--- config.mk ---
export PLATFORM = sky130hd
export DESIGN_NAME = layer_sequencer
export DESIGN_NICKNAME = d
export VERILOG_FILES = /design/src/rtl/layer_sequencer.sv
export SDC_FILE = /design/constraint.sdc
export NUM_CORES = 1
export LEC_CHECK = 0
export BUFFER_PORTS_ARGS = -buffer_cell sky130_fd_sc_hd__clkbuf_2
export CORE_UTILIZATION = 50
export CTS_CLUSTER_SIZE = 10
export DETAILED_ROUTE_END_ITERATION = 10
export PLACE_DENSITY = 0.81
export SYNTH_ARGS = -nofsm -noshare
export SYNTH_HDL_FRONTEND = slang
export SYNTH_SLANG_ARGS = --single-unit
export TNS_END_PERCENT = 100
--- constraint.sdc ---
create_clock -name clk -period 2.9 [get_ports clk]
set_clock_uncertainty 0.1 [all_clocks]
set_input_delay 0.58 -clock clk [delete_from_list [all_inputs] [get_ports clk]]
set_output_delay 0.58 -clock clk [all_outputs]
set_load 0.02 [all_outputs]
--- src/rtl/layer_sequencer.sv ---
// layer_sequencer
//   Top-level scheduler for a stack of nlayers layer_top instances. A run first
//   enables the computation pass of every layer from layer 0 up to nlayers-1,
//   then the sumcheck pass from nlayers-1 back down to 0. Each step is
//   triggered by the active layer's ready pulse; completion is reported with
//   ready_pulse/ready.
//
//   Optional feature macro: LAYER_SEQ_WDOG_EN
//     When defined, a per-layer watchdog moves the sequencer to an ERR state if
//     the active layer does not answer within wdog_cycles. When undefined the
//     sequencer waits indefinitely and err is tied low.
//
// Parameters
//   nlayers      number of layers sequenced (>= 1)
//   nlbits       layer index width, derived from nlayers; must not be overridden
//   wdog_cycles  per-layer timeout in cycles (watchdog builds only)
//
// Ports
//   clk                 in   clock
//   rstb                in   asynchronous active-low reset
//   start               in   begin a full compute+sumcheck run (pulse)
//   id_in               in   computation id, captured on an accepted start
//   comp_ready_pulse    in   per-layer computation-done pulses
//   sumchk_ready_pulse  in   per-layer sumcheck-done pulses
//   en_comp             out  one-hot 1-cycle computation enable
//   en_sumchk           out  one-hot 1-cycle sumcheck enable
//   id                  out  registered id, fanned out to every layer
//   cur_layer           out  index of the active layer
//   busy                out  run in progress
//   ready_pulse         out  1-cycle pulse when a run completes
//   ready               out  high from completion until the next accepted start
//   err                 out  watchdog fired
module layer_sequencer #(
  parameter int nlayers     = 4,
  parameter int nlbits      = (nlayers > 1) ? $clog2(nlayers) : 1,
  parameter int wdog_cycles = 4096
) (
  input  logic               clk,
  input  logic               rstb,
  input  logic               start,
  input  logic [31:0]        id_in,
  input  logic [nlayers-1:0] comp_ready_pulse,
  input  logic [nlayers-1:0] sumchk_ready_pulse,
  output logic [nlayers-1:0] en_comp,
  output logic [nlayers-1:0] en_sumchk,
  output logic [31:0]        id,
  output logic [nlbits-1:0]  cur_layer,
  output logic               busy,
  output logic               ready_pulse,
  output logic               ready,
  output logic               err
);

  localparam int nlbits_exp = (nlayers > 1) ? $clog2(nlayers) : 1;
  localparam logic [nlbits-1:0] last_layer = nlbits'(nlayers - 1);

  // Elaboration-time guards on the parameter set.
  if (nlayers < 1) begin : g_bad_nlayers
    $error("layer_sequencer: nlayers must be at least 1");
  end
  if (nlbits != nlbits_exp) begin : g_bad_nlbits
    $error("layer_sequencer: nlbits is derived from nlayers and must not be overridden");
  end
  if (wdog_cycles < 2) begin : g_bad_wdog
    $error("layer_sequencer: wdog_cycles must be at least 2");
  end

`ifdef LAYER_SEQ_WDOG_EN
  typedef enum logic [2:0] {IDLE, C_EN, C_WAIT, S_EN, S_WAIT, DONE, ERR} state_t;
`else
  typedef enum logic [2:0] {IDLE, C_EN, C_WAIT, S_EN, S_WAIT, DONE} state_t;
`endif

  state_t             state, state_nxt;
  logic [nlbits-1:0]  cur_nxt;
  logic [31:0]        id_nxt;
  logic               busy_nxt;
  logic               ready_nxt;
  logic               ready_pulse_nxt;
  logic [nlayers-1:0] en_comp_nxt;
  logic [nlayers-1:0] en_sumchk_nxt;
  logic [nlbits-1:0]  layer_up;
  logic [nlbits-1:0]  layer_down;
  logic               comp_hit;
  logic               sumchk_hit;

  function automatic logic [nlayers-1:0] layer_bit(input logic [nlbits-1:0] idx);
    return nlayers'(1) << idx;
  endfunction

  assign layer_up   = cur_layer + nlbits'(1);
  assign layer_down = cur_layer - nlbits'(1);

  // Only the active layer's bit of the current phase counts; everything else
  // on the ready vectors is ignored.
  assign comp_hit   = |(comp_ready_pulse & layer_bit(cur_layer));
  assign sumchk_hit = |(sumchk_ready_pulse & layer_bit(cur_layer));

`ifdef LAYER_SEQ_WDOG_EN
  logic [31:0] wdog_cnt, wdog_nxt;
  logic        wdog_expired;
  logic        err_q, err_nxt;

  // The counter holds the number of completed WAIT cycles; the timeout fires
  // in the WAIT cycle where it would reach wdog_cycles-1.
  assign wdog_expired = (wdog_cnt + 32'd1) >= 32'(wdog_cycles - 1);
  assign err          = err_q;
`else
  assign err = 1'b0;
`endif

  // Next-state and next-output decode. Every output is registered from these
  // values, so enables appear the cycle after the event that causes them.
  always_comb begin
    state_nxt       = state;
    cur_nxt         = cur_layer;
    id_nxt          = id;
    busy_nxt        = busy;
    ready_nxt       = ready;
    ready_pulse_nxt = 1'b0;
    en_comp_nxt     = '0;
    en_sumchk_nxt   = '0;
`ifdef LAYER_SEQ_WDOG_EN
    err_nxt         = err_q;
    wdog_nxt        = wdog_cnt;
`endif

    case (state)
      C_EN, C_WAIT: begin
        // A pulse already in the enable cycle advances exactly like one in WAIT.
        if (comp_hit) begin
          if (cur_layer != last_layer) begin
            cur_nxt     = layer_up;
            state_nxt   = C_EN;
            en_comp_nxt = layer_bit(layer_up);
          end else begin
            state_nxt     = S_EN;
            en_sumchk_nxt = layer_bit(cur_layer);
          end
        end else if (state == C_EN) begin
          state_nxt = C_WAIT;
`ifdef LAYER_SEQ_WDOG_EN
          wdog_nxt  = '0;
        end else if (wdog_expired) begin
          state_nxt = ERR;
          err_nxt   = 1'b1;
          busy_nxt  = 1'b0;
        end else begin
          wdog_nxt = wdog_cnt + 32'd1;
`endif
        end
      end

      S_EN, S_WAIT: begin
        if (sumchk_hit) begin
          if (cur_layer != '0) begin
            cur_nxt       = layer_down;
            state_nxt     = S_EN;
            en_sumchk_nxt = layer_bit(layer_down);
          end else begin
            state_nxt       = DONE;
            ready_pulse_nxt = 1'b1;
            ready_nxt       = 1'b1;
            busy_nxt        = 1'b0;
          end
        end else if (state == S_EN) begin
          state_nxt = S_WAIT;
`ifdef LAYER_SEQ_WDOG_EN
          wdog_nxt  = '0;
        end else if (wdog_expired) begin
          state_nxt = ERR;
          err_nxt   = 1'b1;
          busy_nxt  = 1'b0;
        end else begin
          wdog_nxt = wdog_cnt + 32'd1;
`endif
        end
      end

      // A start arriving in the completion cycle is deliberately dropped.
      DONE: state_nxt = IDLE;

      // IDLE (and ERR when present): only an accepted start leaves here.
      default: begin
        if (start) begin
          state_nxt   = C_EN;
          id_nxt      = id_in;
          cur_nxt     = '0;
          busy_nxt    = 1'b1;
          ready_nxt   = 1'b0;
          en_comp_nxt = layer_bit('0);
`ifdef LAYER_SEQ_WDOG_EN
          err_nxt     = 1'b0;
`endif
        end
      end
    endcase
  end

  // State and output registers; reset aborts any run immediately.
  always_ff @(posedge clk or negedge rstb) begin
    if (!rstb) begin
      state       <= IDLE;
      cur_layer   <= '0;
      id          <= '0;
      busy        <= 1'b0;
      ready       <= 1'b0;
      ready_pulse <= 1'b0;
      en_comp     <= '0;
      en_sumchk   <= '0;
`ifdef LAYER_SEQ_WDOG_EN
      err_q       <= 1'b0;
      wdog_cnt    <= '0;
`endif
    end else begin
      state       <= state_nxt;
      cur_layer   <= cur_nxt;
      id          <= id_nxt;
      busy        <= busy_nxt;
      ready       <= ready_nxt;
      ready_pulse <= ready_pulse_nxt;
      en_comp     <= en_comp_nxt;
      en_sumchk   <= en_sumchk_nxt;
`ifdef LAYER_SEQ_WDOG_EN
      err_q       <= err_nxt;
      wdog_cnt    <= wdog_nxt;
`endif
    end
  end

endmodule

=== Word-level counts from Yosys, hierarchy flattened ===
Index checks and enable logic that the tools add are counted.
Widths: inputs -> output; s select.

* Output and inout bits: 46
* Bits in registers: 48

* Equality and inequality tests: 13
* Bitwise gates (word level): 5
* Mux-type cells: 34
* Reduce and logical (&&, ||, !) cells: 15
* Shift-type cells: 3
* Add/subtract/negate cells: 2

{| class="wikitable"
|+ Operators by type and width
! operator !! count
|-
| $mux 4 || 6
|-
| $mux 3 || 6
|-
| $pmux 4 s2 || 2
|-
| $mux 2 || 6
|-
| $ne 2x2->1 const B || 6
|-
| $shl 1x2->4 const A || 3
|-
| $mux 1 || 10
|-
| $pmux 3 s3 || 1
|-
| $and 4x4->4 || 2
|-
| $reduce_or 4->1 || 2
|-
| $eq 3x2->1 const B || 2
|-
| $eq 3x3->1 const B || 2
|-
| $ne 3x3->1 const B || 2
|-
| $pmux 2 s3 || 1
|-
| $reduce_and 6->1 || 1
|-
| $reduce_or 3->1 || 2
|-
| $reduce_or 5->1 || 1
|-
| $pmux 1 s2 || 2
|-
| $reduce_and 4->1 || 1
|-
| $reduce_bool 2->1 || 2
|-
| $reduce_bool 4->1 || 1
|-
| $reduce_or 2->1 || 2
|-
| $eq 3x1->1 const B || 1
|-
| $not 1->1 || 3
|-
| 5 further kinds || 5
|}

=== Longest topological paths before layout ===
* Depth in word-level cells: 5
* Mapped depth: 7
* Mapped depth without buffers: 7

=== Least setup slack after synthesis ===
OpenSTA, ideal clock, no wires.

* Path type: reg-to-reg
* Start: register cur_layer[0]
* End: register state[0]
* Buffers on the path: 0
* Required time: 2674 ps
* Arrival time: 1721 ps
* Setup time: 126 ps
* Path slack: 953 ps
* Cell stages (with the launch flop): 7
* Period minus slack after synthesis: 1947 ps
* Path through: dfrtp_1 inv_1 ha_1 a22oi_2 and2_1 o21ai_1 a221o_1

* Cells in the longest elaborated chain, start to end: 5
* Elaborated cells between the ends (all ways): 11

{| class="wikitable"
|+ RTL lines
! what !! line !! source
|-
| start, declared || 47 || <nowiki>output logic [nlbits-1:0] cur_layer,</nowiki>
|-
| start signal, assigned || 217 || <nowiki>cur_layer <= cur_nxt;</nowiki>
|-
| $shl 1x2->4 (*) || 88 || <nowiki>return nlayers'(1) << idx;</nowiki>
|-
| $and 4x4->4 (on tied branches) || 97, 96 ||
|-
| $reduce_or 4->1 (on tied branches) || 97, 96 ||
|-
| $ne 3x3->1 (no line), or another cell as far along || - ||
|-
| $reduce_and 3->1 (no line) or $pmux 3 s3 (tied branches) || - ||
|-
| end signal, assigned || 216 || <nowiki>state <= state_nxt;</nowiki>
|-
| end, declared || 74 || <nowiki>state_t state, state_nxt;</nowiki>
|}

Mark *: on every way between the ends. The rest lies on a longest branch, timed or not.
A chain may end at the register's enable or synchronous reset.

=== Final worst setup path ===
* Start: register state[1]
* End: register id[22]

* Cells in the longest elaborated chain, start to end: 4
* Elaborated cells between the ends (all ways): 8

{| class="wikitable"
|+ RTL lines
! what !! line !! source
|-
| $eq 3x1->1, or another cell as far along || 128 || <nowiki>case (state)</nowiki>
|-
| $reduce_or 5->1 (no line) (*) || - ||
|-
| $not 1->1 (no line) (*) || - ||
|-
| $reduce_and 2->1 (no line) (*) || - ||
|-
| end signal, assigned || 218 || <nowiki>id <= id_nxt;</nowiki>
|-
| end, declared || 46 || <nowiki>output logic [31:0] id,</nowiki>
|}

Marked as above.

==> metrics.md <==
| Metric | Value |
|---|---|
| Final min period | `2.09 ns` |
| Share of the synthesized area in the top cell type | `53.3%` |
| Ys async rst share | `100%` |
| Startpoint types | `flip-flop` |
| CP required | `2.98 ns` |
| Critical R2R Launch | `state[1]$_DFFE_PN0P_` |
| PwrDens | `1280 mW/mm^2` |
| Combinational Power Share | `51.4%` |
| Status | `completed` |
| Max_slew headroom | `59.8%` |
| Top layer in use | `met4` |
| NetSw | `0.00143 W` |
| Detailed Route WL | `4410 um` |
| Maximum operating frequency | `0.478 GHz` |
| Reg2reg path depth | `4` |
| Fin worst setup slack | `0.808 ns` |
| Grt ovf | `0` |
| Clk pwr share | `15.7%` |
| CP max FO | `34` |
| Final setup violation count | `0` |
| Hold Fails Final Rpt | `0` |
| Final instance area | `0.00283 mm^2` |
| Synthesized area | `0.00225 mm^2` |
| Area growth syn-to-layout | `25.8%` |
| Reg2reg setup slack | `0.81 ns` |
| Resized Gates After CTS | `0` |
| Initial drt markers | `103` |
| Sequential area share after synthesis | `53.3%` |
| Placement Cell Area | `0.00270 mm^2` |
| Leading area contributor after synthesis | `dfrtp_1` |
| Initial Util | `51.8%` |
| Vias per std cell | `5.19` |
| Syn Nets | `206` |
| Drt wl/cell | `14.7 um` |
| Syn Area/Cell | `14.3 um^2` |
| Synthesized flop and latch total | `48` |
| Vias | `1552` |
| MaxCap Viol Count | `0` |
| Util after Layout | `65.1%` |
| Synth Flop Type | `dfrtp_1` |
| Vias in the first global route | `1562` |
| CTS tree | `yes` |
| Distinct cells, synth | `41` |
| Post-route ant nets | `0` |
| Die H | `69.1 um` |
| Post-CTS Setup Repair Bufs | `0` |
| Clock transition at path regs | `0.09 ns` |
| RSZ-0062 raised after global routing | `false` |
| Largest buffer count on any clock path | `2` |
| Die Area | `0.00478 mm^2` |
| Critical path capture point type | `flip-flop` |
| Cell Rows | `24` |
| Nets | `294` |
| DRC | `0` |
| H-tree levels | `2` |
| Final period utilization | `72.1%` |
| Port-buffer cells | `87` |
| R2r endpoint | `id[22]$_DFFE_PN0P_` |
| Initial antenna violation count | `0` |
| Worst Path Class, Setup | `reg2reg` |
| Die X-Extent | `69.1 um` |
| Largest net degree at the start of global routing | `49` |
| Post-Syn Instances | `158` |
| Post-place setup slack | `0.800 ns` |
| CTS buffer count | `5` |
| Root Buffer | `clkbuf_8` |
| Most common cell in the synthesized netlist | `dfrtp_1` |
| Metal3 WL | `306 um` |
| Top Ports | `89` |
| Antenna cells | `0` |
| Clock latency at the later pin of the worst-skew pair | `0.29 ns` |
| Slew Viols, Final | `0` |
| Routability congestion estimate | `0.891` |
| Total iterations of the first detailed-routing run | `4` |
| WHS | `0.254 ns` |
| Clock Sinks | `48` |
| Register share of total power | `32.9%` |
| Number of flops mapped to enable cells by yosys | `0` |
| Dpl hpwl | `3260 um` |
| Sw Ratio | `39.5%` |
| Wl on met1 | `2010 um` |
| First-pass GRT wire length | `7620 um` |
| Synth cell count leaders | `dfrtp_1 (48), mux2_4 (29), a21oi_1 (9)` |
| Synth area leaders | `dfrtp_1 (53%), mux2_4 (19%), ha_1 (2.8%)` |
| Critical Path AT | `2.17 ns` |
| CTS Hold Bufs | `0` |
| Slew at the pin closest to its max-slew limit | `0.602 ns` |
| Internal Power | `0.00219 W` |
| Core area | `0.00435 mm^2` |
| HP Class | `in2async` |
| All-Layer GR Usage | `20.0%` |
| Met2 Routed Length | `2040 um` |
| Layout cell share with drive strength beyond 1 | `56.7%` |
| Leak Pwr | `1.53 nW` |
| Setup_tns | `0 ns` |
| Yosys warns | `0` |
| Max VDD drop | `0.000598 V` |
power by group through the flow:
stage	registers, W	logic [W]	clock network, W
6_report	0.00119	0.00186	0.000570
5_1_grt	0.00123	0.00200	0.000613
4_1_cts	0.00119	0.00187	0.000583
3_5_place_dp	0.00120	0.00186	0
3_3_place_gp	0.00118	0.00183	0
2_1_floorplan	0.00149	0.00110	0
flip-flops by register name, indices dropped and copies added, names as in the netlist:
| name | flops |
|---|---|
| id | 32 |
| ready | 1 |
| ready_pulse | 1 |
| busy | 1 |
| en_sumchk | 4 |
| state | 3 |
| cur_layer | 2 |
| en_comp | 4 |
cell usage in the layout (no fill, tap or decap), types with 2 or more instances in the layout:
master and count:
a22oi_2 3, o21ai_0 2, bufinv_16 2, a21oi_1 9
clkbuf_8 5, clkbuf_2 87, a22o_1 2, nor2b_1 2
xnor2_1 2, and2_1 5, mux2i_1 2, nand2_1 7
mux2_2 4, nor2_1 3, dfrtp_1 48, mux2_4 29
inv_1 5, ha_1 5
worst max path at each step:
| stage | to | cells past startpoint | slack (ns) | from |
|---|---|---|---|---|
| floorplan | state[0]$_DFFE_PN0P_ | 6 | 0.95 | cur_layer[0]$_DFFE_PN0P_ |
| global route | id[22]$_DFFE_PN0P_ | 4 | 0.71 | state[1]$_DFFE_PN0P_ |
| finish | id[22]$_DFFE_PN0P_ | 4 | 0.81 | state[1]$_DFFE_PN0P_ |
| detailed placement | id[22]$_DFFE_PN0P_ | 4 | 0.80 | state[1]$_DFFE_PN0P_ |
| global placement | id[21]$_DFFE_PN0P_ | 4 | 0.85 | state[1]$_DFFE_PN0P_ |
| CTS | id[22]$_DFFE_PN0P_ | 4 | 0.79 | state[1]$_DFFE_PN0P_ |
per-stage QoR:
stage / cells / total power [W]
floorplan: 158 / 0.00260
global placement: 291 / 0.00301
detailed placement: 291 / 0.00307
CTS: 299 / 0.00365
global route: 299 / 0.00385
finish: 299 / 0.00362
area by class of cell:
cell class,instances,area (um^2)
Clock buffer,5,68.8
Clock inverter,3,68.8
Fill cell,328,1520
Inverter,5,18.8
Multi-Input combinational cell,98,968
Sequential cell,48,1200
Tap cell,52,65.1
Timing Repair Buffer,88,443
per-layer routing:
layer | vias to the layer above | global-route usage (%)
met5 | - | 0
met4 | 0 | 7.26
met3 | 6 | 4.39
met2 | 78 | 30.6
met1 | 739 | 28.2
li1 | 729 | -
critical path, cell delays in order, from the launching register on:
cell and delay [ns]:
dfrtp_1 0.61, nor2_4 0.09, mux2_4 0.30, nand2_4 0.45, mux2_2 0.40
logic make-up (layout without fill, tap and decap cells):
family                     after synthesis  after routing  share of synthesized area [%]
muxes                                   35             35                           22.2
xor gates and xnor gates                 2              2                          0.777
other                                    1              1                          0.166
DFF                                     48             48                           53.3
and+or+nand+nor                         26             26                           6.83
buffers and inverters                   12            101                           3.72
AOI/OAI and AO/OA                       29             29                           10.2
adders and majority gates                5              5                           2.78
(Power assumes the default switching activity.)
